==> config.mk <==
export PLATFORM = sky130hd
export DESIGN_NAME = hcsr04_ranger
export DESIGN_NICKNAME = d
export VERILOG_FILES = /design/src/rtl/hcsr04_pkg.sv /design/src/rtl/hcsr04_ranger_echo_sync.sv /design/src/rtl/hcsr04_ranger.sv
export SDC_FILE = /design/constraint.sdc
export NUM_CORES = 1
export LEC_CHECK = 0
export ABC_AREA = 1
export BUFFER_PORTS_ARGS = -buffer_cell sky130_fd_sc_hd__buf_2
export CORE_MARGIN = 2
export CORE_UTILIZATION = 64
export CTS_BUF_LIST = sky130_fd_sc_hd__clkbuf_4 sky130_fd_sc_hd__clkbuf_8
export DETAILED_ROUTE_END_ITERATION = 16
export PLACE_DENSITY = 0.91
export SYNTH_ARGS = -nofsm -noshare
export SYNTH_HDL_FRONTEND = slang
export SYNTH_HIERARCHICAL = 1
export SYNTH_SLANG_ARGS = --single-unit
==> constraint.sdc <==
create_clock -name clk -period 2.18 [get_ports clk]
set_input_delay 0.327 -clock clk [delete_from_list [all_inputs] [get_ports clk]]
set_output_delay 0.327 -clock clk [all_outputs]
set_load 0.01 [all_outputs]
==> src/rtl/hcsr04_pkg.sv <==
// Shared types and constants for the HC-SR04 ranger and the limit/LED logic
// that consumes its distance output.
package hcsr04_pkg;

  localparam int DIST_W = 12;
  localparam logic [DIST_W-1:0] DIST_FAR = 12'hFFF;

  typedef enum logic [2:0] {
    IDLE,
    TRIG,
    WAIT_RISE,
    MEASURE,
    HOLDOFF
  } state_t;

  function automatic logic [DIST_W-1:0] median3(input logic [DIST_W-1:0] a,
                                                input logic [DIST_W-1:0] b,
                                                input logic [DIST_W-1:0] c);
    if ((a >= b && a <= c) || (a <= b && a >= c)) return a;
    else if ((b >= a && b <= c) || (b <= a && b >= c)) return b;
    else return c;
  endfunction

endpackage

==> src/rtl/hcsr04_ranger_echo_sync.sv <==
// Two-flop synchronizer for the raw sensor echo, with single-cycle rise/fall
// pulses derived from the synchronized level.
module echo_sync (
  input  logic clk,
  input  logic rst,
  input  logic echo,
  output logic echo_s,
  output logic echo_rise,
  output logic echo_fall
);

  logic meta;
  logic prev;

  always_ff @(posedge clk) begin
    if (rst) begin
      meta   <= 1'b0;
      echo_s <= 1'b0;
      prev   <= 1'b0;
    end else begin
      meta   <= echo;
      echo_s <= meta;
      prev   <= echo_s;
    end
  end

  assign echo_rise = echo_s & ~prev;
  assign echo_fall = ~echo_s & prev;

endmodule

==> src/rtl/hcsr04_ranger.sv <==
// HC-SR04 driver: periodic trigger, echo timing and cm conversion.
// Define HCSR04_MEDIAN_EN to publish the median of the last 3 valid samples.
//
// state     | meaning
// ----------+-------------------------------------------------------------
// IDLE      | trig low; start on enable, echo low and period wrap/first run
// TRIG      | trig high for TRIG_CYCLES cycles
// WAIT_RISE | waiting for echo to rise, bounded by RISE_TIMEOUT
// MEASURE   | counting echo-high cycles into whole cm
// HOLDOFF   | result published; waiting out the rest of the period
module hcsr04_ranger
  import hcsr04_pkg::*;
#(
  parameter int TRIG_CYCLES   = 500,
  parameter int CYCLES_PER_CM = 2900,
  parameter int MAX_CM        = 400,
  parameter int RISE_TIMEOUT  = 1_500_000,
  parameter int PERIOD_CYCLES = 3_000_000
) (
  input  logic              clk,
  input  logic              rst,
  input  logic              enable,
  input  logic              echo,
  output logic              trig,
  output logic [DIST_W-1:0] distance,
  output logic              valid,
  output logic              no_echo
);

  localparam int TMR_MAX = (RISE_TIMEOUT > TRIG_CYCLES) ? RISE_TIMEOUT : TRIG_CYCLES;
  localparam int TMR_W   = $clog2(TMR_MAX);
  localparam int PER_W   = $clog2(PERIOD_CYCLES);
  localparam int CYC_W   = $clog2(CYCLES_PER_CM);

  localparam logic [TMR_W-1:0]  TRIG_LOAD = TMR_W'(TRIG_CYCLES - 1);
  localparam logic [TMR_W-1:0]  RISE_LOAD = TMR_W'(RISE_TIMEOUT - 1);
  localparam logic [PER_W-1:0]  PER_LAST  = PER_W'(PERIOD_CYCLES - 1);
  localparam logic [PER_W-1:0]  PER_EXIT  = PER_W'(PERIOD_CYCLES - 2);
  localparam logic [CYC_W-1:0]  CYC_LAST  = CYC_W'(CYCLES_PER_CM - 1);
  localparam logic [DIST_W-1:0] CM_LAST   = DIST_W'(MAX_CM);

  state_t            state;
  logic [TMR_W-1:0]  tmr;
  logic [PER_W-1:0]  period_cnt;
  logic              period_run;
  logic              first_start;
  logic [CYC_W-1:0]  cyc_cnt;
  logic [DIST_W-1:0] cm_cnt;
  logic [DIST_W-1:0] pub_dist;

  logic echo_s, echo_rise, echo_fall;
  logic period_wrap, cyc_tc, pub_timeout, pub_meas, pub_over, pub_en;

  echo_sync u_echo_sync (
    .clk       (clk),
    .rst       (rst),
    .echo      (echo),
    .echo_s    (echo_s),
    .echo_rise (echo_rise),
    .echo_fall (echo_fall)
  );

  always_comb begin
    period_wrap = period_run && (period_cnt == PER_LAST);
    cyc_tc      = (cyc_cnt == CYC_LAST);
    pub_timeout = (state == WAIT_RISE) && !echo_rise && (tmr == '0);
    pub_meas    = (state == MEASURE) && echo_fall;
    pub_over    = (state == MEASURE) && !echo_fall && cyc_tc && (cm_cnt == CM_LAST);
    pub_en      = pub_timeout || pub_meas || pub_over;
  end

`ifdef HCSR04_MEDIAN_EN
  // hist0 is the newest stored sample; the current sample is the third voter.
  logic [DIST_W-1:0] hist0, hist1;
  logic              hist_ok;
  assign pub_dist = hist_ok ? median3(cm_cnt, hist0, hist1) : cm_cnt;
`else
  assign pub_dist = cm_cnt;
`endif

  always_ff @(posedge clk) begin
    if (rst) begin
      state       <= IDLE;
      trig        <= 1'b0;
      distance    <= DIST_FAR;
      valid       <= 1'b0;
      no_echo     <= 1'b0;
      tmr         <= '0;
      period_cnt  <= '0;
      period_run  <= 1'b0;
      first_start <= 1'b1;
      cyc_cnt     <= '0;
      cm_cnt      <= '0;
`ifdef HCSR04_MEDIAN_EN
      hist0       <= '0;
      hist1       <= '0;
      hist_ok     <= 1'b0;
`endif
    end else begin
      valid <= 1'b0;
      if (period_run) period_cnt <= period_wrap ? '0 : period_cnt + PER_W'(1);

      if (pub_en) begin
        valid <= 1'b1;
        if (pub_meas) begin
          distance <= pub_dist;
          no_echo  <= 1'b0;
`ifdef HCSR04_MEDIAN_EN
          hist0    <= cm_cnt;
          hist1    <= hist_ok ? hist0 : cm_cnt;
          hist_ok  <= 1'b1;
`endif
        end else begin
          distance <= DIST_FAR;
          no_echo  <= 1'b1;
        end
      end

      case (state)
        IDLE: begin
          trig <= 1'b0;
          if (enable && !echo_s && (first_start || period_wrap)) begin
            state       <= TRIG;
            trig        <= 1'b1;
            tmr         <= TRIG_LOAD;
            period_cnt  <= '0;
            period_run  <= 1'b1;
            first_start <= 1'b0;
          end
        end
        TRIG: begin
          if (tmr == '0) begin
            state <= WAIT_RISE;
            trig  <= 1'b0;
            tmr   <= RISE_LOAD;
          end else begin
            tmr <= tmr - TMR_W'(1);
          end
        end
        WAIT_RISE: begin
          if (echo_rise) begin
            state   <= MEASURE;
            cyc_cnt <= '0;
            cm_cnt  <= '0;
          end else if (pub_timeout) begin
            state <= HOLDOFF;
          end else begin
            tmr <= tmr - TMR_W'(1);
          end
        end
        MEASURE: begin
          if (pub_meas || pub_over) begin
            state <= HOLDOFF;
          end else if (cyc_tc) begin
            cyc_cnt <= '0;
            if (cm_cnt != '1) cm_cnt <= cm_cnt + DIST_W'(1);
          end else begin
            cyc_cnt <= cyc_cnt + CYC_W'(1);
          end
        end
        HOLDOFF: begin
          // Leave one cycle early so IDLE sees the wrap and restarts exactly on period.
          if (period_cnt >= PER_EXIT) state <= IDLE;
        end
        default: state <= IDLE;
      endcase
    end
  end

endmodule

# Yosys cells after proc, flatten, opt, wreduce, memory -nomap -nowiden
# Cells that the tools add are included.
totals:
  out_inout_bits: 15
  elab_cells: 99
  in_bits: 4
  ff_bits: 90
classes:
  addsub: 4
  eq_ne: 19
  n_lt_le_gt_ge: 1
  bitwise_logic: 4
  reduce_logical: 27
  n_mux: 30
op_table:
  columns: ["operator", "count"]
  rows:
  - ["$mux 22", 4]
  - ["$mux 12", 7]
  - ["$mux 21", 4]
  - ["$pmux 21 s3", 1]
  - ["$pmux 12 s2", 2]
  - ["$add 12x1->12 const B", 2]
  - ["$add 22x1->22 const B", 1]
  - ["$eq 22x22->1 const B", 1]
  - ["$ge 22x22->1 const B", 1]
  - ["$logic_not 21->1", 1]
  - ["$sub 21x1->21 const B", 1]
  - ["$mux 3", 6]
  - ["$ne 2x2->1 const B", 8]
  - ["$pmux 3 s5", 1]
  - ["$eq 12x12->1 const B", 1]
  - ["$eq 12x9->1 const B", 1]
  - ["$ne 12x12->1 const B", 1]
  - ["$reduce_and 5->1", 2]
  - ["$logic_and 1x1->1", 9]
  - ["$eq 3x2->1 const B", 2]
  - ["$logic_or 1x1->1", 4]
  - ["$mux 1", 4]
  - ["$ne 2x1->1 const B", 2]
  - ["$reduce_and 2->1", 2]
  - ["other kinds (12)", 17]

# Depth between registers and ports, before layout
logic_depth:
  ltp_word: 9
  mapped_depth: 15
  depth_no_buf: 15

# Cells and area by module
# Netlist, hierarchy kept.
by_module_without_submodules:
  columns: ["mod", "seq_area_each_um2", "instances", "area_per_inst_um2", "cells_per_inst"]
  rows:
  - ["hcsr04_ranger", 1741.7, 1, 4988.5, 770]
  - ["echo_sync", 60.1, 1, 93.8, 12]

# Least setup slack after synthesis
# No wires, ideal clock.
synth_timing:
  path_kind: "reg-to-reg"
  start: "register cyc_cnt[0]"
  end: "register cm_cnt[1]"
  arrival_ns: 1.602
  stages_incl_launch_ff: 14
  required_ns: 2.052
  setup_slack_ns: 0.450
  n_path_buf: 1
  synth_period_minus_slack_ns: 1.730
  setup_ns: 0.128
  path_cell_list: "dfxtp_1 > ha_1 > nand2_1 > nor2_1 > nand2_1 > nor2_4 > nand2_1 > nand3_2 > nand2_4 > nand2_2 > inv_2 > buf_4 > o21ai_1 > nor2_1"
synth_between:
  elab_chain_len: 6
  elab_cells_between_ends: 7
  classes_between: "3 x eq/ne; 4 x reduce/logical"
synth_rtl:
  columns: ["element", "line_no", "source"]
  rows:
  - ["from (decl)", "hcsr04_ranger.sv:47", "logic [CYC_W-1:0] cyc_cnt;"]
  - ["from (signal assigned)", "hcsr04_ranger.sv:158", "cyc_cnt <= cyc_cnt + CYC_W'(1);"]
  - ["$eq 12x12->1 (*)", "hcsr04_ranger.sv:65", "cyc_tc = (cyc_cnt == CYC_LAST);"]
  - ["$logic_and 1x1->1 (2 in series)", "hcsr04_ranger.sv:68", "pub_over = (state == MEASURE) && !echo_fall && cyc_tc && (cm_cnt == CM_LAST);"]
  - ["$logic_or 1x1->1", "hcsr04_ranger.sv:152", "if (pub_meas || pub_over) begin"]
  - ["$ne 2x2->1 (no line)", null, null]
  - ["$reduce_and 5->1 (no line) (*)", null, null]
  - ["to (signal assigned)", "hcsr04_ranger.sv:156", "if (cm_cnt != '1) cm_cnt <= cm_cnt + DIST_W'(1);"]
  - ["to (decl)", "hcsr04_ranger.sv:48", "logic [DIST_W-1:0] cm_cnt;"]
# Mark *: on every way between the ends. The rest lies on a longest branch, timed or not.
# A chain may end at the register's enable or synchronous reset.

# Final worst setup path
layout_timing:
  start: "register period_cnt[1]"
  end: "register tmr[13]"
layout_between:
  elab_chain_len: 6
layout_rtl:
  columns: ["element", "line_no", "source"]
  rows:
  - ["from (decl)", "hcsr04_ranger.sv:44", "logic [PER_W-1:0] period_cnt;"]
  - ["from (signal assigned)", "hcsr04_ranger.sv:101", "if (period_run) period_cnt <= period_wrap ? '0 : period_cnt + PER_W'(1);"]
  - ["$eq 22x22->1", "hcsr04_ranger.sv:64", "period_wrap = period_run && (period_cnt == PER_LAST);"]
  - ["$logic_and 1x1->1", "hcsr04_ranger.sv:64", null]
  - ["$logic_or 1x1->1", "hcsr04_ranger.sv:122", "if (enable && !echo_s && (first_start || period_wrap)) begin"]
  - ["$logic_and 1x1->1", "hcsr04_ranger.sv:122", null]
  - ["$ne 2x2->1 (no line)", null, null]
  - ["$reduce_and 4->1 (no line)", null, null]
  - ["to (signal assigned)", "hcsr04_ranger.sv:137", "tmr <= tmr - TMR_W'(1);"]
  - ["to (signal assigned)", "hcsr04_ranger.sv:148", "tmr <= tmr - TMR_W'(1);"]
  - ["to (decl)", "hcsr04_ranger.sv:43", "logic [TMR_W-1:0] tmr;"]
# Every way passes these cells.

==> impl_summary.md <==
Logic synthesis
The cell type contributing the most total cell area after synthesis is sky130_fd_sc_hd__dfxtp_1. In this run, synthesis produced a sequential element count of 90. The number of different library cells in the post-synthesis netlist is 36. Ranked by instance count, the synthesized netlist is headed by sky130_fd_sc_hd__nand2_1 (196), sky130_fd_sc_hd__nor2_1 (130), sky130_fd_sc_hd__dfxtp_1 (90). The top flip-flop cell by instance count after synthesis is sky130_fd_sc_hd__dfxtp_1. During synthesis, Yosys emitted a total of 6 warnings. The number of nets in the synthesized netlist is 793. The number of enable-type register cells in the synthesized netlist is 0. The sequential area share after synthesis is 0.3545. The share of the synthesized area in the top cell type is 0.3545.

In this run the mean area of a mapped cell was 6.499 µm². The mapped netlist covers around 0.005 mm². In the synthesized netlist, the number of instances is between 700 and 800. Sorting the synthesized cells by area gives the leading types as sky130_fd_sc_hd__dfxtp_1 (35%), sky130_fd_sc_hd__nand2_1 (14%), sky130_fd_sc_hd__nor2_1 (9.6%). Of all flip-flops after synthesis, the portion carrying an async set or reset was 0. The most instantiated library cell after synthesis is sky130_fd_sc_hd__nand2_1.

Clock tree
Clock latency on the worst-skew pair, taken at its later pin, is between 0.3 and 0.4 ns. The clock transition time at the flip-flop clock pins of the worst setup and hold paths is 0.09 ns. The TritonCTS clock tree is done. The H-tree was split into 3 levels. In this run, CTS created clock tree buffers numbering 9. The clock sink total is 90. Buffers inserted to repair hold after CTS numbered 0. The clock passes through at most 2 buffers. The tree is rooted in a sky130_fd_sc_hd__clkbuf_8.

Timing
Final hold analysis gives a worst-case slack of 0.1696 ns. Setup violations remaining at the end of the flow were counted as 0. After layout, the worst setup slack is 0.1630 ns. The remaining max-slew budget at the tightest pin is 0.7177. The count of final hold-check violations came to 0. The slew at the pin closest to its max-slew limit is 0.4202 ns. Clock skew on the completed layout was measured at 0.01266 ns.

The highest attainable clock frequency is 495.8 MHz. The max-slew violation total from the final report is 0. The final critical delay including setup and external delays is a little over 2 ns.

In the finished design, the share of the clock period the worst path needs comes to 0.9252.

Placement
OpenSTA, run right after detailed placement, puts the worst setup slack at between 0.1 and 0.15 ns. The count of buffers added on input and output ports is 18. The final estimated routing congestion in global placement is between 0.9 and 1. After legalization and detailed placement, the total HPWL measured 8436 µm.

Run status
The run finished with clean final reports.

Detailed routing
The number of antenna-violating nets in the routed design is 0. The first-pass iteration count of the detailed router is 5. Summed over all layers, the routed wires come to ~12000 µm.

The average wire per cell in the routed design is roughly 13 µm. The number of remaining DRC errors is 0. Dividing the detail-routed via count by the number of cells gives 5.656. Across all layers, the routed design uses 5124 vias. The violation count after the first detailed-route iteration is 375.

Cells and area
The share of final-layout standard cells stronger than drive strength 1 is 0.09577. After the last flow step, the layout net total stands at 811. The number of antenna diodes in the final layout is 0. Relative to the synthesized area, the layout overhead comes to 8.124%.

Critical path
The worst setup path is captured at a flip-flop. The worst register-to-register path has a setup slack of 0.16 ns. The required arrival time at the worst endpoint is 2.43 ns.

The critical path is of the flip-flop to flip-flop type. The maximum fanout encountered on the critical timing path is 23. The data arrival time at the worst-slack endpoint is 2.27 ns. The worst setup path is launched from a flip-flop. The worst reg2reg path depth is 14. The worst register-to-register path ends at tmr[13]$_SDFFE_PP0P_. The origin of the critical flop-to-flop path is period_cnt[1]$_SDFF_PP0_.

Floorplan
The width of the chip is 93.12 µm. The count of pins on the block boundary is 19. The floorplan step defined a die boundary enclosing 0.008670 mm². The total core area is a little under 0.008 mm². The initial utilization of the core area, before any placement, comes to 0.6577. The floorplan step set the die height to 93.12 µm. The site row count is 32.

Hold path
Along the worst hold path, the cell count comes to 3. The sink of the worst hold path is u_echo_sync/meta$_SDFF_PP0_. The startpoint of the most critical hold path is echo. The path type of the worst min-delay path is input port to flip-flop.

Global route
The global-route wire length before repair is ~21000 µm. The number of antenna violations at the first check in global routing is 0. For this run, the total global-route usage over all layers was measured as 0.2905. The via count of the first global-routing pass is just under 5000. Summed over all layers, the global routing overflow is 0. Entering global routing, the biggest net connects 29 pins.

Power
The worst-case IR drop observed on VDD is 0.4844 mV. The power per cell area is between 900 and 1000 mW/mm². The static leakage power is 2.323 nW.

Flow run
The max-capacitance violation count is 0.
critical path, stage by stage (launching register included):
cell and delay, ns:
sky130_fd_sc_hd__dfxtp_1 0.41, sky130_fd_sc_hd__ha_1 0.17, sky130_fd_sc_hd__nand2_1 0.08, sky130_fd_sc_hd__inv_2 0.07, sky130_fd_sc_hd__nand2_1 0.07, sky130_fd_sc_hd__nor2_1 0.13, sky130_fd_sc_hd__nand3_1 0.11, sky130_fd_sc_hd__nand2_1 0.12
sky130_fd_sc_hd__nand2_1 0.08, sky130_fd_sc_hd__nand2_2 0.17, sky130_fd_sc_hd__nand2_8 0.16, sky130_fd_sc_hd__inv_8 0.16, sky130_fd_sc_hd__nand2_1 0.07, sky130_fd_sc_hd__nand2_1 0.06, sky130_fd_sc_hd__nor2_1 0.03
placed cells by master (no fill, tap or decap), types with 11 or more instances in the layout:
master and instances:
sky130_fd_sc_hd__nand2_1 196, sky130_fd_sc_hd__nor2_1 130, sky130_fd_sc_hd__dfxtp_1 90, sky130_fd_sc_hd__inv_1 89, sky130_fd_sc_hd__nand3_1 62, sky130_fd_sc_hd__a21oi_1 38
sky130_fd_sc_hd__o21ai_0 31, sky130_fd_sc_hd__xor2_1 25, sky130_fd_sc_hd__buf_2 18, sky130_fd_sc_hd__nor3_1 17, sky130_fd_sc_hd__nand4_1 12, sky130_fd_sc_hd__clkbuf_8 11
through the flow:
step	util	instances	total power [W]	instance area (µm²)	TNS [ns]
after floorplan	-	782	0.003544	5082	0
after global placement	0.6791	891	0.003798	5248	0
after detailed placement	0.6791	891	0.003890	5248	0
after CTS	0.7084	906	0.005192	5474	0
after global routing	0.7111	906	0.005627	5495	-0.009154
final	0.7111	906	0.005266	5495	0
routing by layer:
metal | GRT usage | part of all wire | wire [µm]
met1 | 0.3425 | 0.42 | 5009
met2 | 0.5054 | 0.48 | 5785
met4 | 0.1385 | 0.028 | 340
met5 | 0 | 0 | 0
met3 | 0.05802 | 0.077 | 926
worst max-delay path by stage:
stage	cells past startpoint	slack [ns]	from	end
after floorplan	13	0.45	cyc_cnt[0]$_SDFFE_PP0P_	cm_cnt[1]$_SDFFE_PP0P_
after global placement	12	0.18	cyc_cnt[0]$_SDFFE_PP0P_	cm_cnt[1]$_SDFFE_PP0P_
after detailed placement	12	0.12	cyc_cnt[0]$_SDFFE_PP0P_	cm_cnt[1]$_SDFFE_PP0P_
after CTS	14	0.11	period_cnt[1]$_SDFF_PP0_	tmr[13]$_SDFFE_PP0P_
after global routing	14	-0.009	cyc_cnt[0]$_SDFFE_PP0P_	cm_cnt[1]$_SDFFE_PP0P_
final	14	0.16	period_cnt[1]$_SDFF_PP0_	tmr[13]$_SDFFE_PP0P_
state kept, by name (all words and copies together) (netlist names), 3 cells and up:
| register | cells |
|---|---|
| tmr | 21 |
| period_cnt | 22 |
| cm_cnt | 12 |
| distance | 12 |
| state | 3 |
| cyc_cnt | 12 |
where the power goes:
group          leakage, nW  internal [W]  switching, W
clock network        0.117      0.000729      0.000574
registers            0.731       0.00181      0.000163
logic                 1.48      0.000630       0.00136
total                 2.32       0.00317       0.00210
layout make-up:
| class | instances | area, µm² |
|---|---|---|
| Clock buffer | 13 | 166.4 |
| Clock inverter | 2 | 60.06 |
| Fill cell | 613 | 2232 |
| Inverter | 96 | 367.9 |
| Multi-Input combinational cell | 578 | 2829 |
| Sequential cell | 90 | 1802 |
| Tap cell | 102 | 127.6 |
| Timing Repair Buffer | 25 | 142.6 |
what timing repair did:
action	4_1_cts	5_1_grt
endpoints found under the setup margin	0	23
buffers inserted	0	0
gates resized for setup	0	5
kinds of logic after synthesis:
logic type,count (synthesis),synth area share
AOI/OAI and AO/OA,92,0.1029
xor gates and xnor gates,30,0.05170
adders and majority gates,7,0.01723
buffers and inverters,114,0.09207
DFF,90,0.3545
and+or+nand+nor,449,0.3816
Power figures use the tool's default switching activity.
